--- src/rtl/nco_freq_meter.sv ---
// -----------------------------------------------------------------------------
// nco_freq_meter
//
// Frequency meter sitting at the far end of an NCO sample stream. Rising zero
// crossings are detected with hysteresis: a sample below -HYST arms the
// detector, and the next non-negative sample is the crossing. After an arming
// crossing the meter counts valid samples across N full periods and reports
// the count, so freq = N * fs / period_sum.
//
// Optional feature (macro NCO_FMETER_PEAK_EN): adds peak_pos/peak_neg, the
// signed max/min of the samples seen during the measurement.
//
// Ports:
//   clk          system clock
//   reset        synchronous, active-high reset (overrides clken)
//   clken        global clock enable; every register update is qualified by it
//   data_in      NCO sample, signed two's complement, MPR bits
//   data_valid   sample qualifier
//   start        begin a measurement (only honoured while idle)
//   num_periods  periods to measure, 0 treated as 1, latched on accepted start
//   busy         high while arming or measuring
//   period_sum   valid samples spanning N periods, held until the next result
//   meas_valid   one-clken-edge result strobe
//   overflow     last result saturated the sample counter
//   peak_pos     (NCO_FMETER_PEAK_EN) signed maximum during the measurement
//   peak_neg     (NCO_FMETER_PEAK_EN) signed minimum during the measurement
// -----------------------------------------------------------------------------
module nco_freq_meter #(
    parameter int MPR  = 12,
    parameter int CW   = 24,
    parameter int NPW  = 8,
    parameter int HYST = 16
) (
    input  logic           clk,
    input  logic           reset,
    input  logic           clken,
    input  logic [MPR-1:0] data_in,
    input  logic           data_valid,
    input  logic           start,
    input  logic [NPW-1:0] num_periods,
    output logic           busy,
    output logic [CW-1:0]  period_sum,
    output logic           meas_valid,
    output logic           overflow
`ifdef NCO_FMETER_PEAK_EN
    ,
    output logic [MPR-1:0] peak_pos,
    output logic [MPR-1:0] peak_neg
`endif
);

    typedef enum logic [1:0] {
        ST_IDLE = 2'd0,
        ST_ARM  = 2'd1,
        ST_MEAS = 2'd2
    } state_t;

    // Arming threshold as a signed sample-width constant.
    localparam logic signed [MPR-1:0] NEG_THR = MPR'(-HYST);
    // Counter value at which one more non-completing sample saturates.
    localparam logic [CW-1:0] SAT_CNT = {{(CW-1){1'b1}}, 1'b0};

    state_t         state_r;
    logic           low_r;
    logic [CW-1:0]  cnt_r;
    logic [NPW-1:0] pcnt_r;
    logic [NPW-1:0] n_r;

    logic           sample_ev_s;
    logic           below_thr_s;
    logic           crossing_s;
    logic [CW-1:0]  cnt_inc_s;
    logic [NPW:0]   pcnt_inc_s;
    logic           last_period_s;
    logic [NPW-1:0] n_eff_s;

    // Sample qualification, crossing detection and next-count arithmetic.
    always_comb begin
        sample_ev_s   = clken & data_valid;
        below_thr_s   = ($signed(data_in) < NEG_THR);
        crossing_s    = sample_ev_s & low_r & ~data_in[MPR-1];
        cnt_inc_s     = cnt_r + {{(CW-1){1'b0}}, 1'b1};
        // One bit wider so the comparison against N can never wrap.
        pcnt_inc_s    = {1'b0, pcnt_r} + {{NPW{1'b0}}, 1'b1};
        last_period_s = (pcnt_inc_s == {1'b0, n_r});
        n_eff_s       = (num_periods == {NPW{1'b0}}) ? {{(NPW-1){1'b0}}, 1'b1}
                                                     : num_periods;
    end

    // Measurement state machine with registered outputs.
    always_ff @(posedge clk) begin
        if (reset) begin
            state_r    <= ST_IDLE;
            busy       <= 1'b0;
            period_sum <= {CW{1'b0}};
            meas_valid <= 1'b0;
            overflow   <= 1'b0;
            low_r      <= 1'b0;
            cnt_r      <= {CW{1'b0}};
            pcnt_r     <= {NPW{1'b0}};
            n_r        <= {NPW{1'b0}};
`ifdef NCO_FMETER_PEAK_EN
            peak_pos   <= {MPR{1'b0}};
            peak_neg   <= {MPR{1'b0}};
`endif
        end else if (clken) begin
            // Strobe lasts exactly one clken edge.
            meas_valid <= 1'b0;

            // Hysteresis arming flag; an accepted start below overrides it.
            if (crossing_s) begin
                low_r <= 1'b0;
            end else if (sample_ev_s && below_thr_s) begin
                low_r <= 1'b1;
            end

            case (state_r)
                ST_IDLE: begin
                    busy <= 1'b0;
                    if (start) begin
                        n_r     <= n_eff_s;
                        low_r   <= 1'b0;
                        busy    <= 1'b1;
                        state_r <= ST_ARM;
                    end
                end

                ST_ARM: begin
                    busy <= 1'b1;
                    if (crossing_s) begin
                        cnt_r    <= {CW{1'b0}};
                        pcnt_r   <= {NPW{1'b0}};
                        state_r  <= ST_MEAS;
`ifdef NCO_FMETER_PEAK_EN
                        peak_pos <= data_in;
                        peak_neg <= data_in;
`endif
                    end
                end

                ST_MEAS: begin
                    busy <= 1'b1;
                    if (sample_ev_s) begin
                        cnt_r <= cnt_inc_s;
`ifdef NCO_FMETER_PEAK_EN
                        if ($signed(data_in) > $signed(peak_pos)) begin
                            peak_pos <= data_in;
                        end
                        if ($signed(data_in) < $signed(peak_neg)) begin
                            peak_neg <= data_in;
                        end
`endif
                        if (crossing_s) begin
                            pcnt_r <= pcnt_inc_s[NPW-1:0];
                        end
                        if (crossing_s && last_period_s) begin
                            period_sum <= cnt_inc_s;
                            overflow   <= 1'b0;
                            meas_valid <= 1'b1;
                            busy       <= 1'b0;
                            state_r    <= ST_IDLE;
                        end else if (cnt_r == SAT_CNT) begin
                            period_sum <= {CW{1'b1}};
                            overflow   <= 1'b1;
                            meas_valid <= 1'b1;
                            busy       <= 1'b0;
                            state_r    <= ST_IDLE;
                        end
                    end
                end

                default: begin
                    busy    <= 1'b0;
                    state_r <= ST_IDLE;
                end
            endcase
        end
    end

endmodule

--- config.mk ---
export PLATFORM = sky130hd
export DESIGN_NAME = nco_freq_meter
export DESIGN_NICKNAME = d
export VERILOG_FILES = /design/src/rtl/nco_freq_meter.sv
export SDC_FILE = /design/constraint.sdc
export NUM_CORES = 1
export LEC_CHECK = 0
export CORE_ASPECT_RATIO = 0.7
export CORE_MARGIN = 1
export CORE_UTILIZATION = 41
export CTS_CLUSTER_SIZE = 14
export DETAILED_ROUTE_END_ITERATION = 16
export PLACE_DENSITY = 0.64
export SLEW_MARGIN = 30
export SYNTH_ARGS = -nofsm -noshare
export SYNTH_HDL_FRONTEND = slang
export SYNTH_SLANG_ARGS = --single-unit
export TNS_END_PERCENT = 20
--- constraint.sdc ---
create_clock -name clk -period 5.1 [get_ports clk]
set_input_delay 0.765 -clock clk [delete_from_list [all_inputs] [get_ports clk]]
set_output_delay 0.765 -clock clk [all_outputs]
set_load 0.05 [all_outputs]
* Yosys cells after proc, flatten, opt, wreduce, memory -nomap -nowiden
Index checks and enable logic that the tools add are counted.
Word-level totals: logic and storage cells 67, bits in registers 70, output and inout bits 27, input bits 25
Operators by class: bitwise operators 4, equal/unequal tests 9, reductions and logical operators 11, order comparisons 1, add/subtract/negate cells 2, muxes and demuxes 31
Operators by type and width (count):
- two-way mux 24 bit | 4
- one-hot mux 24 bit (2 select lines) | 1
- two-way mux 8 bit | 4
- adder 24 x 1 -> 24 bit, second input constant | 1
- equality test 24 bit, second input constant | 1
- one-hot mux 8 bit (2 select lines) | 1
- two-way mux 1 bit | 14
- < comparator 12 x 5 -> 1 bit, second input constant | 1
- two-way mux 2 bit | 5
- AND reduction 5 bit | 2
- adder 8 x 1 -> 9 bit, second input constant | 1
- equality test 9 x 8 -> 1 bit | 1
- logical NOT 8 bit | 1
- != test 2 bit, second input constant | 4
- AND reduction 4 bit | 2
- one-hot mux 2 bit (3 select lines) | 1
- nonzero test 2 bit | 2
- AND 1 bit | 3
- != test 3 bit, second input constant | 1
- one-hot mux 1 bit (3 select lines) | 1
- AND reduction 3 bit | 1
- equality test 2 x 1 -> 1 bit, second input constant | 1
- equality test 2 bit, second input constant | 1
- logical AND 1 bit | 2
- 2 further kinds | 2

* Depth between registers and ports, before layout
Gate-level depths: netlist of run 1.
depth after elaboration 7, gate-level depth with buffers 9, mapped depth without buffers 7

* Least setup slack after synthesis of run 1
Ideal clock, no wire load.
path kind input port to flip-flop, from input port clken, to register period_sum[12], setup slack 2.444 ns, setup time 0.139 ns, cell stages on the path 9, data required time 4.961 ns, buffers on the path 3, data arrival time 2.517 ns, path through clkbuf_1 > and4b_1 > buf_2 > and3_1 > nand4_1 > or4_4 > nor2_4 > buf_6 > a221oi_1
On the way: word-level cells in the longest chain between the ends 6, elaborated cells on any way between the ends 7, those cells by class mux (1); bitwise (3); reduce/logical (3)
Ends and longest elaborated chain:
- from (decl) | RTL line 36 | input logic clken,
- AND 1 bit | RTL line 79 | sample_ev_s = clken & data_valid;
- AND 1 bit (2 in series) | RTL line 81 | crossing_s = sample_ev_s & low_r & ~data_in[MPR-1];
- logical AND 1 bit | RTL line 156 | if (crossing_s && last_period_s) begin
- nonzero test 2 bit (no source line)
- AND reduction 4 bit (no source line)
- to (signal assigned) | RTL line 95 | period_sum <= {CW{1'b0}};
- to (signal assigned) | RTL line 157 | period_sum <= cnt_inc_s;
- to (signal assigned) | RTL line 163 | period_sum <= {CW{1'b1}};
- to (decl) | RTL line 42 | output logic [CW-1:0] period_sum,
Parallel ways exist; a longest one is shown, timed or not. A chain may end at the register's enable or synchronous reset.

* Worst setup path after layout of run 1
from input port clken, to register period_sum[14]
Same word-level chain as after synthesis.

==> flow_summary.json, run 1 <==
{
  "fin_crit_sh": 0.6457,
  "track_usage": 0.2068,
  "syn_avg_cell_area_um2": 8.313,
  "initial_core_util": 0.4347,
  "synth_area_um2": 3525,
  "synth_flop_cell": "dfxtp_1",
  "grt.overflow.total": 0,
  "worstRegToRegCells": 7,
  "pre_cts_ws_ns": 1.443,
  "io_pins": 52,
  "crit_chain": "clkdlybuf4s50_1, and4b_1, and3_1, nand4_1, or4_4, nor2_4, a221oi_1",
  "synth_cell_types": 48,
  "syn_nets": 452,
  "die_area_um2": 8978,
  "ys_seq_area_frac": 0.3976,
  "final_max_slew_viol_count": 0,
  "drt-total-wl_mm": 8.698,
  "startpoint_type": "primary input",
  "grt_pass1_vias": 2937,
  "setup_violations": 0,
  "grt_setup_unrepaired": "no",
  "viasPerCell": 5.574,
  "fmax_mhz": 303.7,
  "routedWlPerCell_um": 15.42,
  "nets": 486,
  "antenna_found_initial": 0,
  "async_reset_ff_frac": 0,
  "final_area_um2": 4305,
  "routed.top_layer": "met4",
  "cts_setup_buffers": 0,
  "first_pass_iters": 4,
  "holdBufCountCts": 0,
  "status": "finished, final reports clean",
  "worstSkewPairLatency_ns": 0.33,
  "clock_skew_ns": 0.006288,
  "relSlewSlack": 0.4335,
  "drtAntennaViolNets": 0,
  "cts_htree_levels": 3,
  "row_count": 27,
  "tns_ns": 0,
  "p_leak_nw": 1.424,
  "drv_cap": 0,
  "coreArea_um2": 8108,
  "ctsResizeCount": 0,
  "max_stage_delay_ns": 0.62,
  "period_minus_slack_ns": 3.293,
  "cts_root_buffer": "clkbuf_16",
  "place_congestion": 0.8541,
  "ir_drop_v": 0.0001830,
  "clkTransAtPathRegs_ns": 0.05,
  "cts_max_path_buffers": 2,
  "hold_path_depth": 2,
  "wl_met2_mm": 3.633,
  "required_ns": 5.26,
  "dr_total_vias": 3144,
  "die_w_um": 112.8,
  "cts_tree": "yes",
  "ys_warn_count": 0,
  "cts_buffers": 9,
  "synthCells": 424,
  "port-buffer-count": 47,
  "place_area_um2": 4023,
  "ff2ff_setup_slack_ns": 2.20,
  "drive_above_1_share": 0.06263,
  "worstPathArrival_ns": 3.46,
  "grt_max_degree": 72,
  "grt_pass1_wl_mm": 14.50,
  "power.density_nw_per_um2": 282.6,
  "wl_met1_mm": 4.551,
  "synthToLayoutAreaGrowth_pct": 22.15,
  "ys_ff_latch": 70,
  "drtIter0Drc": 244,
  "drcViolationCount": 0,
  "synth-edff-count": 0,
  "fill_cells": 773,
  "slowest_stage": "clkdlybuf4s50_1",
  "critPathKind": "in2reg",
  "setup_ws_ns": 1.807,
  "cp_max_fo": 21,
  "clock-sinks": 70,
  "die_h_um": 79.58,
  "worst_slew_pin_slew_ns": 0.8476,
  "endpoint_kind": "register",
  "n_antenna_cell": 0,
  "hold_class": "reg2reg",
  "hold_violations": 0,
  "wl_met3_um": 457,
  "hpwlAfterDp_mm": 5.686
}
-- worst max-delay path, delay by kind of cell --
| kind | cells | cell delay [ns] |
|---|---|---|
| AO/OA/AOI/OAI | 1 | 0.17 |
| buffers and inverters | 1 | 0.62 |
| AND/OR/NAND/NOR | 5 | 1.90 |
-- routing by layer --
layer,global-route usage,vias to the layer above
li1,-,1579
met1,0.2976,1481
met2,0.2901,77
met3,0.06758,7
met4,0.05867,0
met5,0,-
-- Yosys cell counts (2+ instances only) --
| cell | instances | area share |
|---|---|---|
| nor2_1 | 55 | 0.059 |
| o21ai_0 | 18 | 0.026 |
| and4_1 | 3 | 0.0075 |
| nand4_1 | 11 | 0.020 |
| buf_2 | 2 | 0.0028 |
| nand2_1 | 20 | 0.021 |
| a31oi_1 | 3 | 0.0053 |
| nor4_2 | 3 | 0.011 |
| a22oi_1 | 5 | 0.011 |
| mux2i_1 | 8 | 0.023 |
| nand3_1 | 9 | 0.013 |
| or4_1 | 3 | 0.0064 |
| nor2b_1 | 3 | 0.0053 |
| and2_1 | 4 | 0.0071 |
| buf_6 | 4 | 0.013 |
| dfxtp_1 | 70 | 0.40 |
| a211oi_1 | 8 | 0.017 |
| a21o_1 | 4 | 0.0085 |
| clkbuf_1 | 22 | 0.023 |
| nand4b_1 | 2 | 0.0050 |
| or3_1 | 8 | 0.014 |
| ha_1 | 3 | 0.011 |
| inv_1 | 28 | 0.030 |
| nor3_1 | 13 | 0.018 |
| a2bb2oi_1 | 5 | 0.012 |
| xnor2_1 | 15 | 0.037 |
| a221oi_1 | 20 | 0.050 |
| a21oi_1 | 30 | 0.043 |
| xor2_1 | 16 | 0.040 |
| nor4_1 | 4 | 0.0071 |
| nand2b_1 | 4 | 0.0071 |
| and3_1 | 5 | 0.0089 |
-- cells in the final DEF, fill, tap and decap left out, types with 4 or more instances in the layout --
cell and count:
dfxtp_1 70, nor2_1 55, clkdlybuf4s50_1 46, a21oi_1 30
inv_1 28, nand2_1 20, a221oi_1 20, o21ai_0 18
xor2_1 16, xnor2_1 15, nor3_1 13, nand4_1 11
nand3_1 9, clkbuf_16 9, or3_1 8, a211oi_1 8
mux2i_1 8, and3_1 5, a22oi_1 5, a2bb2oi_1 5
nand2b_1 4, and2_1 4, nor4_1 4, a21o_1 4
clkinv_2 4, buf_4 4
-- where the power goes --
part	internal (W)	switching (W)
clock	0.000375	0.000230
combinational	0.0000265	0.0000277
sequential	0.000552	0.00000505
total	0.000954	0.000263
-- state kept, by name, summed over array words and instances, names as in the netlist --
| signal | count |
|---|---|
| cnt_r | 24 |
| period_sum | 24 |
| n_r | 8 |
| pcnt_r | 8 |
| state_r | 2 |
| busy | 1 |
| low_r | 1 |
| meas_valid | 1 |
| overflow | 1 |
-- final cells by class --
cell class	instances	area [um^2]	share of cell area
Clock buffer	11	232.7	0.05405
Tap cell	101	126.4	0.02935
Multi-Input combinational cell	298	1894	0.4400
Inverter	28	105.1	0.02441
Sequential cell	70	1401	0.3255
Timing Repair Buffer	51	495.5	0.1151
Clock inverter	5	50.05	0.01162
-- stage by stage --
stage	power (W)	instances	util	hold slack (ns)
final	0.001216	564	0.5310	0.4672
after global routing	0.001261	564	0.5310	0.4917
after CTS	0.001232	564	0.5310	0.4670
after detailed placement	0.0006229	548	0.4961	0.4467
after global placement	0.0006220	548	0.4952	0.4484
after floorplan	0.0005978	424	-	0.4580
-- final timing paths --
path                       start        endpoint
hold reg to reg   period_sum[20]  period_sum[20]
setup reg to reg       pcnt_r[0]  period_sum[14]
setup / recovery           clken  period_sum[14]
hold / removal    period_sum[20]  period_sum[20]
-- cell families (layout without fill, tap and decap cells) --
group           count (synthesis)  count (layout)  share of synthesized area
buf+inv                        56              95                    0.06887
xor+xnor                       31              31                    0.07703
simple gates                  154             154                     0.2293
flops                          70              70                     0.3976
mux                             8               8                    0.02272
compound gates                102             102                     0.1938
fa+ha+maj                       3               3                    0.01065
Note: power is estimated with default switching activity, not from simulation.
==> run 2: changes to the inputs <==
==> constraint.sdc (replaced) <==
create_clock -name clk -period 3.1 [get_ports clk]
set_input_delay 0.465 -clock clk [delete_from_list [all_inputs] [get_ports clk]]
set_output_delay 0.465 -clock clk [all_outputs]
set_load 0.05 [all_outputs]
==> flow_summary.json, run 2 (same netlist as run 1, synthesis figures left out) <==
{
  "worstRegToRegCells": 8,
  "cts_max_path_buffers": 2,
  "antenna_found_initial": 0,
  "grt_pass1_wl_mm": 14.26,
  "mostFrequentLayoutCell": "dfxtp_1",
  "hold_violations": 0,
  "hpwlAfterDp_mm": 5.844,
  "worst_slew_pin_slew_ns": 0.7231,
  "track_usage": 0.2021,
  "first_pass_iters": 4,
  "row_count": 27,
  "fin_crit_sh": 0.8590,
  "tns_ns": 0,
  "critPathKind": "reg2reg",
  "initial_core_util": 0.4347,
  "required_ns": 3.29,
  "cts_tree": "yes",
  "timing.rr.start": "pcnt_r[0]",
  "cts_htree_levels": 3,
  "power.density_nw_per_um2": 458.3,
  "io_pins": 52,
  "clock-sinks": 70,
  "cts_setup_buffers": 0,
  "cts_root_buffer": "clkbuf_16",
  "fill_cells": 773,
  "biggestRegsByFlops": "cnt_r: 24 flops, period_sum: 24 flops",
  "place_area_um2": 4093,
  "worstSkewPairLatency_ns": 0.33,
  "drcViolationCount": 0,
  "ir_drop_v": 0.0002309,
  "final_area_um2": 4377,
  "drt-total-wl_mm": 8.568,
  "ctsResizeCount": 0,
  "grt_max_degree": 48,
  "relSlewSlack": 0.5139,
  "most-common-layout-cells": "dfxtp_1, nor2_1, clkdlybuf4s50_1",
  "utilization": 0.5398,
  "drtIter0Drc": 197,
  "p_leak_nw": 1.458,
  "status": "finished, final reports clean",
  "worst_hold_path.endpoint": "period_sum[21]",
  "drv_cap": 0,
  "die_w_um": 112.8,
  "holdBufCountCts": 0,
  "routedWlPerCell_um": 15.01,
  "synthToLayoutAreaGrowth_pct": 24.17,
  "cp_max_fo": 21,
  "grt.overflow.total": 0,
  "cts_buffers": 9,
  "viasPerCell": 5.576,
  "port-buffer-count": 47,
  "place_congestion": 0.8047,
  "n_antenna_cell": 0,
  "final_max_slew_viol_count": 0,
  "drtAntennaViolNets": 0,
  "endpoint_kind": "register",
  "hold_path_depth": 2,
  "hp-start": "period_sum[21]",
  "nets": 493,
  "clock_skew_ns": 0.007199,
  "coreArea_um2": 8108,
  "r2r_end": "period_sum[0]",
  "hold_class": "reg2reg",
  "fmax_mhz": 375.6,
  "worstPathArrival_ns": 2.85,
  "die_area_um2": 8978,
  "grt_pass1_vias": 2862,
  "drive_above_1_share": 0.07447,
  "period_minus_slack_ns": 2.663,
  "setup_violations": 0,
  "grt_setup_unrepaired": "no",
  "dr_total_vias": 3184,
  "clkTransAtPathRegs_ns": 0.06,
  "startpoint_type": "register",
  "ff2ff_setup_slack_ns": 0.44,
  "die_h_um": 79.58
}
==> run 2: cell types whose count changed in the layout (fill, tap and decap cells not counted), sizes merged <==
cell      delta
buf          +7
clkbuf       +1
clkinv       -2
clkinvlp     +1
==> run 2: routing by layer <==
| layer | vias up | track usage | share of wire | routed length (um) |
|---|---|---|---|---|
| met1 | 1478 | 0.2919 | 0.51 | 4382 |
| met2 | 94 | 0.2877 | 0.41 | 3508 |
| li1 | 1599 | - | - | - |
| met4 | 0 | 0.05867 | 0.017 | 142 |
| met5 | - | 0 | 0 | 0 |
| met3 | 13 | 0.05847 | 0.063 | 536 |
==> run 2: power by group <==
| part | leakage [nW] | total [W] | switching (W) | internal, W |
|---|---|---|---|---|
| registers | 0.565 | 0.000917 | 0.00000870 | 0.000908 |
| logic | 0.756 | 0.0000916 | 0.0000451 | 0.0000465 |
| clock network | 0.137 | 0.000997 | 0.000377 | 0.000620 |
| total | 1.46 | 0.00201 | 0.000430 | 0.00158 |
==> run 2: critical path, cell delays in order, from the launching register on <==
cell,delay [ns]
dfxtp_1,0.44
ha_1,0.35
nand3_1,0.19
a2111oi_2,0.35
a31oi_1,0.15
or4_4,0.63
nor2_4,0.15
buf_12,0.16
a221oi_1,0.08
==> run 2: final cells by class <==
| cell class | count | area (um^2) | area share |
|---|---|---|---|
| clock buffers | 12 | 236.5 | 0.05403 |
| clock inverters | 4 | 47.55 | 0.01086 |
| inverters | 28 | 105.1 | 0.02401 |
| multi-input cells | 298 | 1887 | 0.4311 |
| flip-flops and latches | 70 | 1401 | 0.3202 |
| well taps | 101 | 126.4 | 0.02887 |
| repair buffers | 58 | 573.1 | 0.1309 |
==> run 2: worst max path at each step <==
stage                           from              to  slack, ns  depth (start not counted)
final                      pcnt_r[0]   period_sum[0]       0.44                          8
after global placement    data_valid   period_sum[5]       0.35                          8
after floorplan                clken  period_sum[12]       0.74                          9
after CTS                  pcnt_r[0]   period_sum[0]       0.48                          8
after global routing       pcnt_r[0]   period_sum[5]       0.32                          8
after detailed placement  data_valid   period_sum[0]       0.34                          8
==> run 2: stage by stage <==
stage                     power (W)  hold WS, ns  setup WS [ns]  instances
after floorplan           0.0009835       0.4580         0.7437        424
after global placement     0.001027       0.4474         0.3505        555
after detailed placement   0.001028       0.4477         0.3424        555
after CTS                  0.002024       0.4637         0.4773        571
after global routing       0.002074       0.4810         0.3245        571
final                      0.002006       0.4593         0.4372        571
==> run 3: changes to the inputs <==
--- a/config.mk
+++ b/config.mk
@@ -8,7 +8,6 @@
 export CORE_ASPECT_RATIO = 0.7
 export CORE_MARGIN = 1
 export CORE_UTILIZATION = 41
-export CTS_CLUSTER_SIZE = 14
 export DETAILED_ROUTE_END_ITERATION = 16
 export PLACE_DENSITY = 0.64
 export SLEW_MARGIN = 30
==> results of run 3 <==
Final layout, timing and power as in run 2 (identical DEF).
